[config.mk]
export PLATFORM = sky130hd
export DESIGN_NAME = serial_subtractor_nand
export DESIGN_NICKNAME = d
export VERILOG_FILES = /design/src/rtl/serial_subtractor_nand_pkg.sv /design/src/rtl/full_subtractor_nand.sv /design/src/rtl/serial_subtractor_nand.sv
export SDC_FILE = /design/constraint.sdc
export NUM_CORES = 1
export LEC_CHECK = 0
export BUFFER_PORTS_ARGS = -buffer_cell sky130_fd_sc_hd__buf_2
export CORE_ASPECT_RATIO = 0.9
export CORE_MARGIN = 10
export CORE_UTILIZATION = 54
export DETAILED_ROUTE_END_ITERATION = 8
export PLACE_DENSITY = 0.84
export SLEW_MARGIN = 10
export SYNTH_ARGS = -nofsm -noshare
export SYNTH_HDL_FRONTEND = slang
export SYNTH_SLANG_ARGS = --single-unit
export TNS_END_PERCENT = 30
[constraint.sdc]
create_clock -name clk -period 1.9 [get_ports clk]
set_input_delay 0.285 -clock clk [delete_from_list [all_inputs] [get_ports clk]]
set_output_delay 0.285 -clock clk [all_outputs]
set_load 0.05 [all_outputs]
[src/rtl/serial_subtractor_nand_pkg.sv]
// Shared definitions for the NAND-based serial arithmetic blocks:
// FSM state encodings, the default operand width and a counter-width helper.
package serial_subtractor_nand_pkg;

  typedef enum logic [1:0] {
    IDLE  = 2'd0,
    SHIFT = 2'd1,
    DONE  = 2'd2
  } state_t;

  localparam int DEFAULT_WIDTH = 8;

  // Bits needed to count 0..width-1; never less than one bit.
  function automatic int cnt_bits(input int width);
    if (width <= 2) begin
      return 1;
    end else begin
      return $clog2(width);
    end
  endfunction

endpackage

[src/rtl/full_subtractor_nand.sv]
// One-bit full subtractor (x - y - bin) built only from 2-input NAND gates:
// two NAND half-subtractors, with the two borrows merged by a NAND acting as
// an OR of the inverted borrow terms.
module full_subtractor_nand (
  input  logic x,
  input  logic y,
  input  logic bin,
  output logic d,
  output logic bout
);

  logic n1_s, n2_s, n3_s, d1_s;
  logic nx_s, b1_n_s;
  logic m1_s, m2_s, m3_s;
  logic nd1_s, b2_n_s;

  // First half-subtractor: d1 = x ^ y, b1_n = ~(~x & y)
  nand u_h1_x1 (n1_s, x, y);
  nand u_h1_x2 (n2_s, x, n1_s);
  nand u_h1_x3 (n3_s, y, n1_s);
  nand u_h1_x4 (d1_s, n2_s, n3_s);
  nand u_h1_inv (nx_s, x, x);
  nand u_h1_brw (b1_n_s, nx_s, y);

  // Second half-subtractor: d = d1 ^ bin, b2_n = ~(~d1 & bin)
  nand u_h2_x1 (m1_s, d1_s, bin);
  nand u_h2_x2 (m2_s, d1_s, m1_s);
  nand u_h2_x3 (m3_s, bin, m1_s);
  nand u_h2_x4 (d, m2_s, m3_s);
  nand u_h2_inv (nd1_s, d1_s, d1_s);
  nand u_h2_brw (b2_n_s, nd1_s, bin);

  // bout = b1 | b2, taken from the already-inverted borrow terms
  nand u_bor (bout, b1_n_s, b2_n_s);

endmodule

[src/rtl/serial_subtractor_nand.sv]
// Bit-serial unsigned subtractor diff = a - b, LSB first, one bit per clock.
// Operands are captured on an accepted start, shifted through a NAND full
// subtractor, and the result/borrow are published only on completion.
module serial_subtractor_nand
  import serial_subtractor_nand_pkg::*;
#(
  parameter int WIDTH = DEFAULT_WIDTH
) (
  input  logic             clk,
  input  logic             rst_n,
  input  logic             start,
  input  logic [WIDTH-1:0] a,
  input  logic [WIDTH-1:0] b,
  output logic             busy,
  output logic             done,
  output logic [WIDTH-1:0] diff,
  output logic             bout
);

  localparam int CW = cnt_bits(WIDTH);
  localparam logic [CW-1:0] CNT_LAST = CW'(WIDTH - 1);

  state_t           state_r;
  state_t           state_nx_s;
  logic [WIDTH-1:0] a_sr_r;
  logic [WIDTH-1:0] b_sr_r;
  logic [WIDTH-1:0] res_r;
  logic [WIDTH-1:0] diff_r;
  logic             borrow_r;
  logic             bout_r;
  logic             busy_r;
  logic             done_r;
  logic [CW-1:0]    cnt_r;
  logic             d_s;
  logic             bo_s;

  full_subtractor_nand u_fs (
    .x    (a_sr_r[0]),
    .y    (b_sr_r[0]),
    .bin  (borrow_r),
    .d    (d_s),
    .bout (bo_s)
  );

  // Next-state logic: start is honoured only in IDLE, DONE always returns to IDLE
  always_comb begin
    state_nx_s = state_r;
    case (state_r)
      IDLE: begin
        if (start) begin
          state_nx_s = SHIFT;
        end else begin
          state_nx_s = IDLE;
        end
      end
      SHIFT: begin
        if (cnt_r == CNT_LAST) begin
          state_nx_s = DONE;
        end else begin
          state_nx_s = SHIFT;
        end
      end
      DONE:    state_nx_s = IDLE;
      default: state_nx_s = IDLE;
    endcase
  end

  // State register plus registered busy/done decoded from the next state
  always_ff @(posedge clk or negedge rst_n) begin
    if (!rst_n) begin
      state_r <= IDLE;
      busy_r  <= 1'b0;
      done_r  <= 1'b0;
    end else begin
      state_r <= state_nx_s;
      busy_r  <= (state_nx_s == SHIFT);
      done_r  <= (state_nx_s == DONE);
    end
  end

  // Operand capture, serial shift and final result publication
  always_ff @(posedge clk or negedge rst_n) begin
    if (!rst_n) begin
      a_sr_r   <= '0;
      b_sr_r   <= '0;
      res_r    <= '0;
      diff_r   <= '0;
      borrow_r <= 1'b0;
      bout_r   <= 1'b0;
      cnt_r    <= '0;
    end else begin
      case (state_r)
        IDLE: begin
          if (start) begin
            a_sr_r   <= a;
            b_sr_r   <= b;
            borrow_r <= 1'b0;
            cnt_r    <= '0;
          end
        end
        SHIFT: begin
          a_sr_r   <= {1'b0, a_sr_r[WIDTH-1:1]};
          b_sr_r   <= {1'b0, b_sr_r[WIDTH-1:1]};
          res_r    <= {d_s, res_r[WIDTH-1:1]};
          borrow_r <= bo_s;
          cnt_r    <= cnt_r + CW'(1);
          // Last bit: publish the full result so diff never shows partials
          if (cnt_r == CNT_LAST) begin
            diff_r <= {d_s, res_r[WIDTH-1:1]};
            bout_r <= bo_s;
          end
        end
        default: begin
        end
      endcase
    end
  end

  assign busy = busy_r;
  assign done = done_r;
  assign diff = diff_r;
  assign bout = bout_r;

endmodule

==> flow_metrics.py <==
metrics = {
    "floorplan": {
        "core-area_mm2": 0.00304,
        "initial_core_util_pct": 56.1,
        "fp-row-count": 19,
        "die_area_mm2": 0.00582,
        "die_x_um": 79.3,
        "boundaryPins": 30,
        "die_y_um": 73.4,
    },
    "final_layout": {
        "final_core_util_pct": 65.3,
        "nFillCells": 249,
        "num_antenna_cells": 0,
        "area_delta_synth_final_pct": 16.4,
        "design_area_mm2": 0.00199,
        "drive_gt1_share_pct": 35.6,
        "final_nets": 181,
    },
    "setup_path": {
        "worst-endpoint-arrival_ps": 1840,
        "cp_slowest_cell": "dfrtp_1",
        "worstSetupEndpointType": "flip-flop",
        "cp_cell_sequence": "ha_1, ha_1, nand3b_2, mux2_2",
        "critPathKind": "flip-flop to flip-flop",
        "critPathBufInv": 0,
        "crit_fanout": 12,
        "critPathLaunchType": "flip-flop",
        "critical_path_required_ps": 2150,
        "crit_top_cell": "ha_1",
        "critPathMaxStageDelay_ps": 410,
        "cp_top_family": "flip-flops",
    },
    "routing": {
        "first_pass_iters": 4,
        "final_antenna_net_count": 0,
        "drt-initial-drc-count": 31,
        "route.met3.wl_um": 262,
        "vias_per_cell": 5.69,
        "vias": 1150,
        "wl_met2_um": 1780,
        "wl_met1_um": 1400,
        "post-route-drc-count": 0,
        "drt_wl_total_um": 3480,
        "post_drt_wl_per_cell_um": 17.2,
        "highest_layer": "met4",
    },
    "timing": {
        "rsz0062_at_grt": "false",
        "setup_ws_ps": 304,
        "clock_skew_ps": 5.85,
        "fin_crit_sh_pct": 84.0,
        "maxSlewHeadroom_pct": 64.5,
        "max_freq_ghz": 0.627,
        "hold_viol_final": 0,
        "worst_pin_slew_ps": 532,
        "slew_violations": 0,
        "setup_viol": 0,
        "setup_tns_ps": 0,
        "layout_min_cycle_time_ps": 1600,
    },
    "run_status": {
        "run_status": "finished clean",
    },
    "placement": {
        "post-place-ws_ps": 319,
        "dp_hpwl_um": 2430,
        "gp_congestion": 0.757,
        "placed_cell_area_mm2": 0.00185,
        "io_buffers": 29,
    },
    "synthesis": {
        "synth-simple-area-share_pct": 5.05,
        "netlist.area_leader.share_pct": 58.6,
        "yosys_warnings": 0,
        "muxShareOfSynthArea_pct": 11.6,
        "synthCells": 129,
        "syn_area_mm2": 0.00171,
        "synth_top_family_by_area": "compound AO/OA/AOI/OAI gates",
        "synthAdderAreaFrac_pct": 2.64,
        "synth-seq-cells": 40,
        "seq_area_frac_synth_pct": 58.6,
        "synth_fp_nets": 151,
        "synth_compound_area_share_pct": 16.8,
        "synth-xor-area-share_pct": 0,
        "synth_cell_type_count": 27,
        "yosysTopAreaCell": "dfrtp_1",
        "synth.top_cells.by_area": "dfrtp_1 (59%), mux2_4 (7.0%), o22ai_1 (7.0%)",
        "avgSynthCellArea_um2": 13.2,
    },
    "grt": {
        "gr-total-overflow": 0,
        "grt_pass1_wl_um": 5700,
        "grt_util_all_layers_pct": 12.7,
        "grt_max_degree": 41,
        "grt_pass1_vias": 1163,
        "antenna_found_initial": 0,
    },
    "power": {
        "ir_worst_vdd_mv": 0.767,
        "leakagePower_nw": 0.950,
        "p_per_area_mw_per_mm2": 1970,
    },
    "run": {
        "drv_cap": 0,
    },
    "cts": {
        "ctsHoldBuffers": 1,
        "clk_pin_slew_ps": 120,
        "cts_sinks": 40,
        "cts_buffers": 5,
        "clock_latency_ps": 350,
        "cts-htree-levels": 2,
        "clock_path_buffers": 2,
        "cts_root_buf": "clkbuf_4",
        "post_cts_buffers": 0,
        "cts_resized": 0,
        "cts_tree": "yes",
    },
    "min_path": {
        "hp-class": "input pin to flip-flop",
    },
}
-- cells by family (layout without fill, tap and decap cells) --
group / Yosys count / after routing
simple gates: 13 / 13
flops: 40 / 40
fa+ha+maj: 3 / 3
buf+inv: 15 / 46
compound gates: 43 / 43
mux: 15 / 15
-- per-stage QoR --
stage	hold slack (ps)	power, mW	std cells
5_1_grt	172	4.15	202
2_1_floorplan	-10.6	2.80	129
6_report	173	3.92	202
4_1_cts	159	3.95	202
3_3_place_gp	358	3.01	193
3_5_place_dp	369	3.12	193
-- cell type report --
| class | count | area [um2] | share of cell area, % |
|---|---|---|---|
| timing repair buffer | 31 | 163 | 8.18 |
| sequential | 40 | 1000 | 50.3 |
| clock buffer | 5 | 37.5 | 1.89 |
| tap | 42 | 52.6 | 2.64 |
| clock inverter | 3 | 90.1 | 4.53 |
| inverter | 7 | 26.3 | 1.32 |
| multi-input combinational | 74 | 618 | 31.1 |
-- sequential cells by signal (all words and copies together), names as in the netlist --
signal	cells
a_sr_r	8
b_sr_r	8
diff	8
res_r	7
cnt_r	3
state_r	2
borrow_r	1
bout	1
busy	1
done	1
-- worst min-delay path, cell delays in order --
cell and delay (ps):
buf_2 100, nand2_1 50, o21ai_0 70
-- cells in the final DEF, fill, tap and decap left out, drive strengths merged --
| cell | Yosys | layout |
|---|---|---|
| dfrtp | 40 | 40 |
| buf | 8 | 30 |
| o22ai | 19 | 19 |
| mux2 | 15 | 15 |
| inv | 7 | 7 |
| a21oi | 7 | 7 |
| a2bb2oi | 6 | 6 |
| clkbuf | 0 | 5 |
| o21ai | 4 | 4 |
| nand2 | 3 | 3 |
| bufinv | 0 | 3 |
| nand2b | 3 | 3 |
| nor2 | 3 | 3 |
| a22oi | 2 | 2 |
| a22o | 2 | 2 |
| ha | 2 | 2 |
| or2b | 1 | 1 |
| nand3b | 1 | 1 |
| o21bai | 1 | 1 |
| nor2b | 1 | 1 |
| or4b | 1 | 1 |
| o221a | 1 | 1 |
| a32o | 1 | 1 |
| fa | 1 | 1 |
| dlygate4sd3 | 0 | 1 |
-- metal layers --
layer | global-route usage [%] | up-vias
met2 | 21.1 | 31
met1 | 13.7 | 580
met4 | 4.37 | 0
met5 | 0 | -
li1 | - | 536
met3 | 6.46 | 3
-- final timing paths --
path	start	end	slack (ps)	cells after the start
hold / removal	a[7]	a_sr_r[7]	170	3
setup / recovery	cnt_r[0]	diff[0]	300	4
hold reg to reg	diff[3]	diff[3]	520	1
min in group asynchronous	rst_n	bout	510	3
max in group asynchronous	rst_n	a_sr_r[1]	1050	3
setup reg to reg	cnt_r[0]	diff[0]	300	4
-- power breakdown --
| part | internal, mW | switching (mW) |
|---|---|---|
| registers | 1.25 | 0.262 |
| logic | 0.676 | 0.905 |
| clock network | 0.542 | 0.282 |
-- synth_stat cells --
library cell,count
dfrtp_1,40
o22ai_1,19
mux2_4,8
a21oi_1,7
inv_1,7
mux2_2,7
a2bb2oi_1,6
buf_2,5
o21ai_0,4
nand2_1,3
a22o_1,2
a22oi_1,2
buf_6,2
ha_1,2
nand2b_1,2
nor2_1,2
a32o_1,1
buf_8,1
fa_1,1
nand2b_2,1
nand3b_2,1
nor2_4,1
nor2b_1,1
o21bai_1,1
o221a_2,1
or2b_1,1
or4b_1,1
Note: power is estimated with default switching activity, not from simulation.
